## src/rtl/rx_fifo.sv

```systemverilog
// rx_fifo: byte FIFO between a UART receiver and a memory-mapped CPU port.
// The receiver pushes bytes with a one-cycle strobe. The CPU reads the head at
// DATA_ADDR, and the byte is popped when the load completes. STAT_ADDR holds
// the status and control bits: {4'b0, irq_en, overrun, full, nonempty}.
module rx_fifo #(
    parameter int         DEPTH     = 8,
    parameter logic [7:0] DATA_ADDR = 8'd252,
    parameter logic [7:0] STAT_ADDR = 8'd251
) (
    input  logic       clock,
    input  logic       reset_n,
    input  logic       rx_valid,
    input  logic [7:0] rx_byte,
    input  logic [7:0] addr,
    input  logic       reg_w_en,
    input  logic       mem_w_en,
    input  logic [7:0] w_data,
    input  logic       int_en,
    output logic [7:0] r_data,
    output logic       hit,
    output logic       int_req
);

    localparam int AW = (DEPTH > 1) ? $clog2(DEPTH) : 1;
    localparam logic [AW:0] FULL_CNT = DEPTH[AW:0];

    logic [7:0]    mem [DEPTH];
    logic [AW-1:0] wr_ptr;
    logic [AW-1:0] rd_ptr;
    logic [AW:0]   count;
    logic          overrun;
    logic          irq_en;

    logic full;
    logic nonempty;
    logic data_sel;
    logic stat_sel;
    logic do_pop;
    logic do_push;
    logic overflow;
    logic stat_wr;

    // Only w_data[3] (irq_en) and w_data[2] (overrun clear) are meaningful.
    logic unused_wdata;
    assign unused_wdata = ^{w_data[7:4], w_data[1:0]};

    assign full     = (count == FULL_CNT);
    assign nonempty = (count != '0);
    assign data_sel = (addr == DATA_ADDR);
    assign stat_sel = (addr == STAT_ADDR);
    assign hit      = data_sel | stat_sel;

    // A pop on an empty FIFO is ignored. A pop while full frees the slot for a
    // same-cycle push, so that push is accepted and does not count as overrun.
    assign do_pop   = data_sel & reg_w_en & nonempty;
    assign do_push  = rx_valid & (~full | do_pop);
    assign overflow = rx_valid & full & ~do_pop;
    assign stat_wr  = mem_w_en & stat_sel;

    // Storage is written without reset; the pointers and count alone define validity.
    always_ff @(posedge clock) begin
        if (do_push) begin
            mem[wr_ptr] <= rx_byte;
        end
    end

    // Pointer and occupancy bookkeeping; pointers wrap naturally at DEPTH.
    always_ff @(posedge clock or negedge reset_n) begin
        if (!reset_n) begin
            wr_ptr <= '0;
            rd_ptr <= '0;
            count  <= '0;
        end else begin
            if (do_push) begin
                wr_ptr <= wr_ptr + AW'(1);
            end
            if (do_pop) begin
                rd_ptr <= rd_ptr + AW'(1);
            end
            case ({do_push, do_pop})
                2'b10:   count <= count + (AW+1)'(1);
                2'b01:   count <= count - (AW+1)'(1);
                default: count <= count;
            endcase
        end
    end

    // Control register: irq_en load, plus overrun set/clear. A same-cycle overflow beats the clear.
    always_ff @(posedge clock or negedge reset_n) begin
        if (!reset_n) begin
            irq_en  <= 1'b0;
            overrun <= 1'b0;
        end else begin
            if (stat_wr) begin
                irq_en <= w_data[3];
            end
            if (overflow) begin
                overrun <= 1'b1;
            end else if (stat_wr && w_data[2]) begin
                overrun <= 1'b0;
            end
        end
    end

    // Level interrupt, registered one cycle behind its qualifying condition.
    always_ff @(posedge clock or negedge reset_n) begin
        if (!reset_n) begin
            int_req <= 1'b0;
        end else begin
            int_req <= irq_en & int_en & nonempty;
        end
    end

    // CPU read mux: the head byte at DATA_ADDR, status at STAT_ADDR, zero elsewhere.
    always_comb begin
        r_data = 8'h00;
        if (data_sel) begin
            r_data = nonempty ? mem[rd_ptr] : 8'h00;
        end else if (stat_sel) begin
            r_data = {4'b0000, irq_en, overrun, full, nonempty};
        end
    end

endmodule

```

## config.mk

```make
export PLATFORM = sky130hd
export DESIGN_NAME = rx_fifo
export DESIGN_NICKNAME = d
export VERILOG_FILES = /design/src/rtl/rx_fifo.sv
export SDC_FILE = /design/constraint.sdc
export NUM_CORES = 1
export LEC_CHECK = 0
export ABC_AREA = 1
export CAP_MARGIN = 20
export CORE_MARGIN = 1
export CORE_UTILIZATION = 55
export DETAILED_ROUTE_END_ITERATION = 8
export PLACE_DENSITY = 0.79
export SYNTH_ARGS = -nofsm -noshare
export SYNTH_HDL_FRONTEND = slang
export SYNTH_SLANG_ARGS = --single-unit
```

## constraint.sdc

```tcl
create_clock -name clock -period 2.9 [get_ports clock]
set_clock_uncertainty 0.1 [all_clocks]
set_input_delay 0.29 -clock clock [delete_from_list [all_inputs] [get_ports clock]]
set_output_delay 0.29 -clock clock [all_outputs]
set_load 0.005 [all_outputs]
```

# [After elaboration in Yosys (flattened, before gate mapping)]
# Memories as Yosys holds them, arrays and structs flattened.
# Index checks and enable logic that the tools add are counted.
[totals] latch_bits=0 output_inout_bits=10 romBits=0 mem_count=1 wordCells=40 ff_bits=13 ram_bits=64
[classes] n_shift=0 n_reduce_logical=4 add_sub_neg=4 multipliers=0 div_mod_pow=0 n_mux=8 eq_ne=5 magnitude_cmp=0 bitwise=12
[memory_table] name="mem" depth=8 width=8 read_ports=1 rd_clocked_by_memory_dff=0 write_ports=1 line_no="27" text="logic [7:0] mem [DEPTH];"
[ops] op="$eq A8 B8 Y1 const B" n=2
[ops] op="$mux W8" n=2
[ops] op="$and A1 B1 Y1" n=8
[ops] op="$pmux W4 S2" n=1
[ops] op="$add A3 B1 Y3 const B" n=2
[ops] op="$add A4 B1 Y4 const B" n=1
[ops] op="$eq A4 B4 Y1 const B" n=1
[ops] op="$mux W1" n=4
[ops] op="$mux W4" n=1
[ops] op="$reduce_bool A2 Y1" n=2
[ops] op="$reduce_bool A4 Y1" n=1
[ops] op="$sub A4 B1 Y4 const B" n=1
[ops] op="$eq A2 B1 Y1 const B" n=1
[ops] op="$eq A2 B2 Y1 const B" n=1
[ops] op="$not A1 Y1" n=2
[ops] op="$or A1 B1 Y1" n=2
[ops] op="$logic_and A1 B1 Y1" n=1

# [Logic depth before layout (Yosys ltp)]
# Gate-level depths: netlist of the first run.
[depth] depth_word=7 depth_mapped=15 mapped_depth_nobuf=15

# [Worst setup path before layout of the first run]
# Ideal clock, no wire load.
[synth_path] kind="register to register" start="register count[1]" end="register count[2]" slack_ps=804 required_time_ps=2676 setup_time_ps=124 path_stages_with_launch=13 arrival_ps=1872 path_buffers=0 path_cell_list="dfrtp_1 or2_4 nor2_4 nand3_4 nand2_4 ha_1 inv_1 nand2_1 nand2_1 ha_1 a21oi_1 xor2_1 o21ai_1"
[synth_between] elab_chain_len=6 elab_cells_between_ends=12 classes_between="add/sub: 2; eq/ne: 3; mux: 1; bitwise: 4; reduce/logical: 2"
[synth_lines] element="start: declaration" line_no="30" text="logic [AW:0] count;"
[synth_lines] element="start signal: assignment" line_no="81" text="2'b10: count <= count + (AW+1)'(1);"
[synth_lines] element="start signal: assignment" line_no="82" text="2'b01: count <= count - (AW+1)'(1);"
[synth_lines] element="start signal: assignment" line_no="83" text="default: count <= count;"
[synth_lines] element="$reduce_bool A4 Y1 or $eq A4 B4 Y1 (tied branches)" line_no="48, 47"
[synth_lines] element="$and A1 B1 Y1 or $not A1 Y1 (tied branches)" line_no="55, 56"
[synth_lines] element="$or A1 B1 Y1" line_no="56" text="assign do_push = rx_valid & (~full | do_pop);"
[synth_lines] element="$and A1 B1 Y1" line_no="56"
[synth_lines] element="$eq A2 B1 Y1 or $eq A2 B2 Y1 (tied branches)" line_no="80" text="case ({do_push, do_pop})"
[synth_lines] element="$pmux W4 S2 or $reduce_bool A2 Y1 (tied branches)"
# Parallel ways exist; a longest one is shown, timed or not.
# A chain may end at the register's enable or synchronous reset.

# [Worst setup path after layout of the first run]
[layout_path] start="register rd_ptr[1]" end="output r_data[6]"
[layout_between] elab_chain_len=3
[layout_lines] element="start: declaration" line_no="29" text="logic [AW-1:0] rd_ptr;"
[layout_lines] element="start signal: assignment" line_no="78" text="rd_ptr <= rd_ptr + AW'(1);"
[layout_lines] element="$mem_v2 Z8 W8"
[layout_lines] element="$mux W8" line_no="118" text="r_data = nonempty ? mem[rd_ptr] : 8'h00;"
[layout_lines] element="$mux W8" line_no="117" text="if (data_sel) begin"
[layout_lines] element="end: declaration" line_no="19" text="output logic [7:0] r_data,"
# No other way between the ends.

==> metrics.txt, run 1 <==
status finished, final reports clean; CTS Buf Count 9; met3 WL 562 um; Starting DRT DRC Count 279; final max-slew violation count 0; Critical Path Max Stage Delay 510 ps; GP Congestion 0.787; vias post-DR 2389; top post-synthesis cells by area edfxtp_1 (56%), dfrtp_1 (9.5%), nor2_1 (7.5%); Layout Cells excl Fill 447; Final nets 402; Worst-Skew Late Latency 350 ps; DR top layer met4; unrepaired setup endpoints after global routing no; most repeated library cell on the critical path nor2_1; TritonCTS sink count 77; CTS tree built; Max IR drop VDD 0.000483 V; most area-hungry cell type in the Yosys netlist edfxtp_1; Synth Warn # 0; root buf cell clkbuf_8; crit path max-delay cell type clkdlybuf4s50_1; area grow syn2layout 19.0%; DRC viols 0; n_diodes 0; DR pass1 iterations 5; routed vias/inst 5.34; Fmax 0.382 GHz; Top Ports 40; critical path class register to primary output; Synth Area per Inst 10.6 um^2; Critical Path, Cell by Cell inv_1 > o21ai_0 > o22ai_1 > nor2_1 > nor2_1 > clkdlybuf4s50_1; # port buffers 33; Syn Nets 358; flop-to-flop setup slack 620 ps; Tcrit/Tclk final 0.902; Final setup viols 0; Final ANT Viol Nets 0; layout cells sized above 1 0.0995; placed cell count 431; Initial Util 0.574; Slew HR 0.601; clock slew seen by the registers of the worst setup and hold paths 80 ps; critical path capture point type primary output; row count 28; Critical Path AT 2230 ps; clk buf depth 2; Worst Max-Slew Pin Slew 599 ps; overall die height 80.9 um; grt ovf 0; # resized after CTS 0; HPWL Detailed 4190 um; P_leak 0.00156 uW; CTS H-tree depth 3; Critical Path Fanout Max 13; total die area 0.00654 mm^2; Yosys cell types 27; # hold bufs at CTS 0; first-pass GRT wire length 10400 um; drt wl/cell 15.1 um; core area 0.00596 mm^2; synthesized area 0.00342 mm^2; Seq/Total Area, Yosys 0.657; pin count of the biggest net entering global routing 35; Tmin final 2620 ps; Setup Buffers After CTS 0; DIE WIDTH 80.9 um; Worst EP required 2510 ps; vias in the first global route 2257; #FFs+latches synth 77; CP Launch Type register; path category of the worst min-delay check input pin to asynchronous set/reset pin; met1 wire length 2510 um; Cells after Synth 323; DRT Wirelength 6750 um; GRT Overall Usage 0.229; met2 WL 3560 um; max_cap viols 0; post-synth top area share 0.562; antenna violations before repair 0; Pwr Density 693 mW/mm^2; Post-Route Setup TNS 0 ps; Final Hold Fails 0
==> layout by cell type (no fill, tap or decap), types with 2 or more instances in the layout <==
| cell type | count |
|---|---|
| nor2_4 | 2 |
| dfrtp_1 | 13 |
| a21oi_1 | 2 |
| edfxtp_1 | 64 |
| o21ai_1 | 3 |
| inv_1 | 17 |
| inv_6 | 2 |
| o211ai_1 | 4 |
| clkdlybuf4s50_1 | 33 |
| o21ai_0 | 31 |
| buf_4 | 12 |
| xnor2_1 | 2 |
| ha_1 | 5 |
| nand2_1 | 58 |
| clkinvlp_4 | 2 |
| nand3_1 | 26 |
| nor2_1 | 68 |
| o22ai_1 | 4 |
| clkbuf_8 | 9 |
| xor2_1 | 3 |
==> sequential cells by signal (all words and copies together), names as in the netlist <==
signal and cells:
count 4, int_req 1, irq_en 1, mem 64, overrun 1, rd_ptr 3, wr_ptr 3
==> worst paths after layout <==
path / startpoint / to / cells past startpoint
max: rd_ptr[1] / r_data[6] / 6
min: reset_n / count[2] / 1
max reg2reg: count[1] / count[2] / 12
min reg2reg: overrun / overrun / 2
max in group asynchronous: reset_n / count[1] / 1
min in group clock: int_en / int_req / 3
==> layout make-up <==
cell class,instances,area (um^2)
Multi-Input combinational cell,215,1040
Fill cell,428,1890
Clock buffer,9,124
Inverter,19,71.3
Timing Repair Buffer,45,420
Clock inverter,7,68.8
Sequential cell,77,2250
Tap cell,75,93.8
==> cells by family after synthesis <==
| logic type | synth area share |
|---|---|
| buffers and inverters | 0.0377 |
| adder cells (fa/ha/maj) | 0.0183 |
| AO/OA/AOI/OAI | 0.0688 |
| XOR/XNOR | 0.0128 |
| flip-flops | 0.657 |
| AND/OR/NAND/NOR | 0.206 |
==> power by group <==
group	internal, uW	leakage, uW	switching (uW)
clock	330	0.0000911	425
combinational	222	0.000730	351
sequential	1380	0.000743	114
total	1930	0.00156	890
==> layer usage <==
metal / track usage / up-vias
li1: - / 1185
met1: 0.252 / 1091
met2: 0.385 / 99
met3: 0.0742 / 14
met4: 0.141 / 0
met5: 0 / -
==> worst max-delay path: cells and delay by family, from the launching register on <==
kind                   cells  cell delay, ps
AOI/OAI and AO/OA          2             420
buffers and inverters      2             880
DFF                        1             390
and+or+nand+nor            2             190
==> synth_stat cells <==
cell type   n
a21oi_1     2
inv_2       1
nor2_1     68
nand2_1    58
nor2_4      2
dfrtp_1    13
o21ai_0    31
buf_4       1
or2_4       1
o22ai_1     4
buf_2       7
inv_1      17
clkinv_1    1
nand3_2     1
clkbuf_1    4
xor2_1      3
nand3_4     1
nor2_2      1
nor3_4      1
edfxtp_1   64
o21ai_1     3
o211ai_1    4
ha_1        5
nand3b_1    1
xnor2_1     2
nand2_4     1
nand3_1    26
==> through the flow <==
step                instance area (um^2)  hold slack, ps  worst slack [ps]  utilization  total power, uW
CTS                                 4070             219               279        0.683             2840
detailed placement                  3880             415               289        0.651             2090
global placement                    3880             377               340        0.651             2060
finish                              4070             207               283        0.683             2820
floorplan                           3420            -106               804            -             1890
global route                        4070             265              73.9        0.683             2960
Note: power is estimated with default switching activity, not from simulation.
==> run 2: changes to the inputs <==
--- a/config.mk
+++ b/config.mk
@@ -10,6 +10,7 @@
 export CORE_MARGIN = 1
 export CORE_UTILIZATION = 55
 export DETAILED_ROUTE_END_ITERATION = 8
+export GPL_ROUTABILITY_DRIVEN = 1
 export PLACE_DENSITY = 0.79
 export SYNTH_ARGS = -nofsm -noshare
 export SYNTH_HDL_FRONTEND = slang
==> results of run 2 <==
The final DEF is identical to that of run 1; final timing and power are the same.
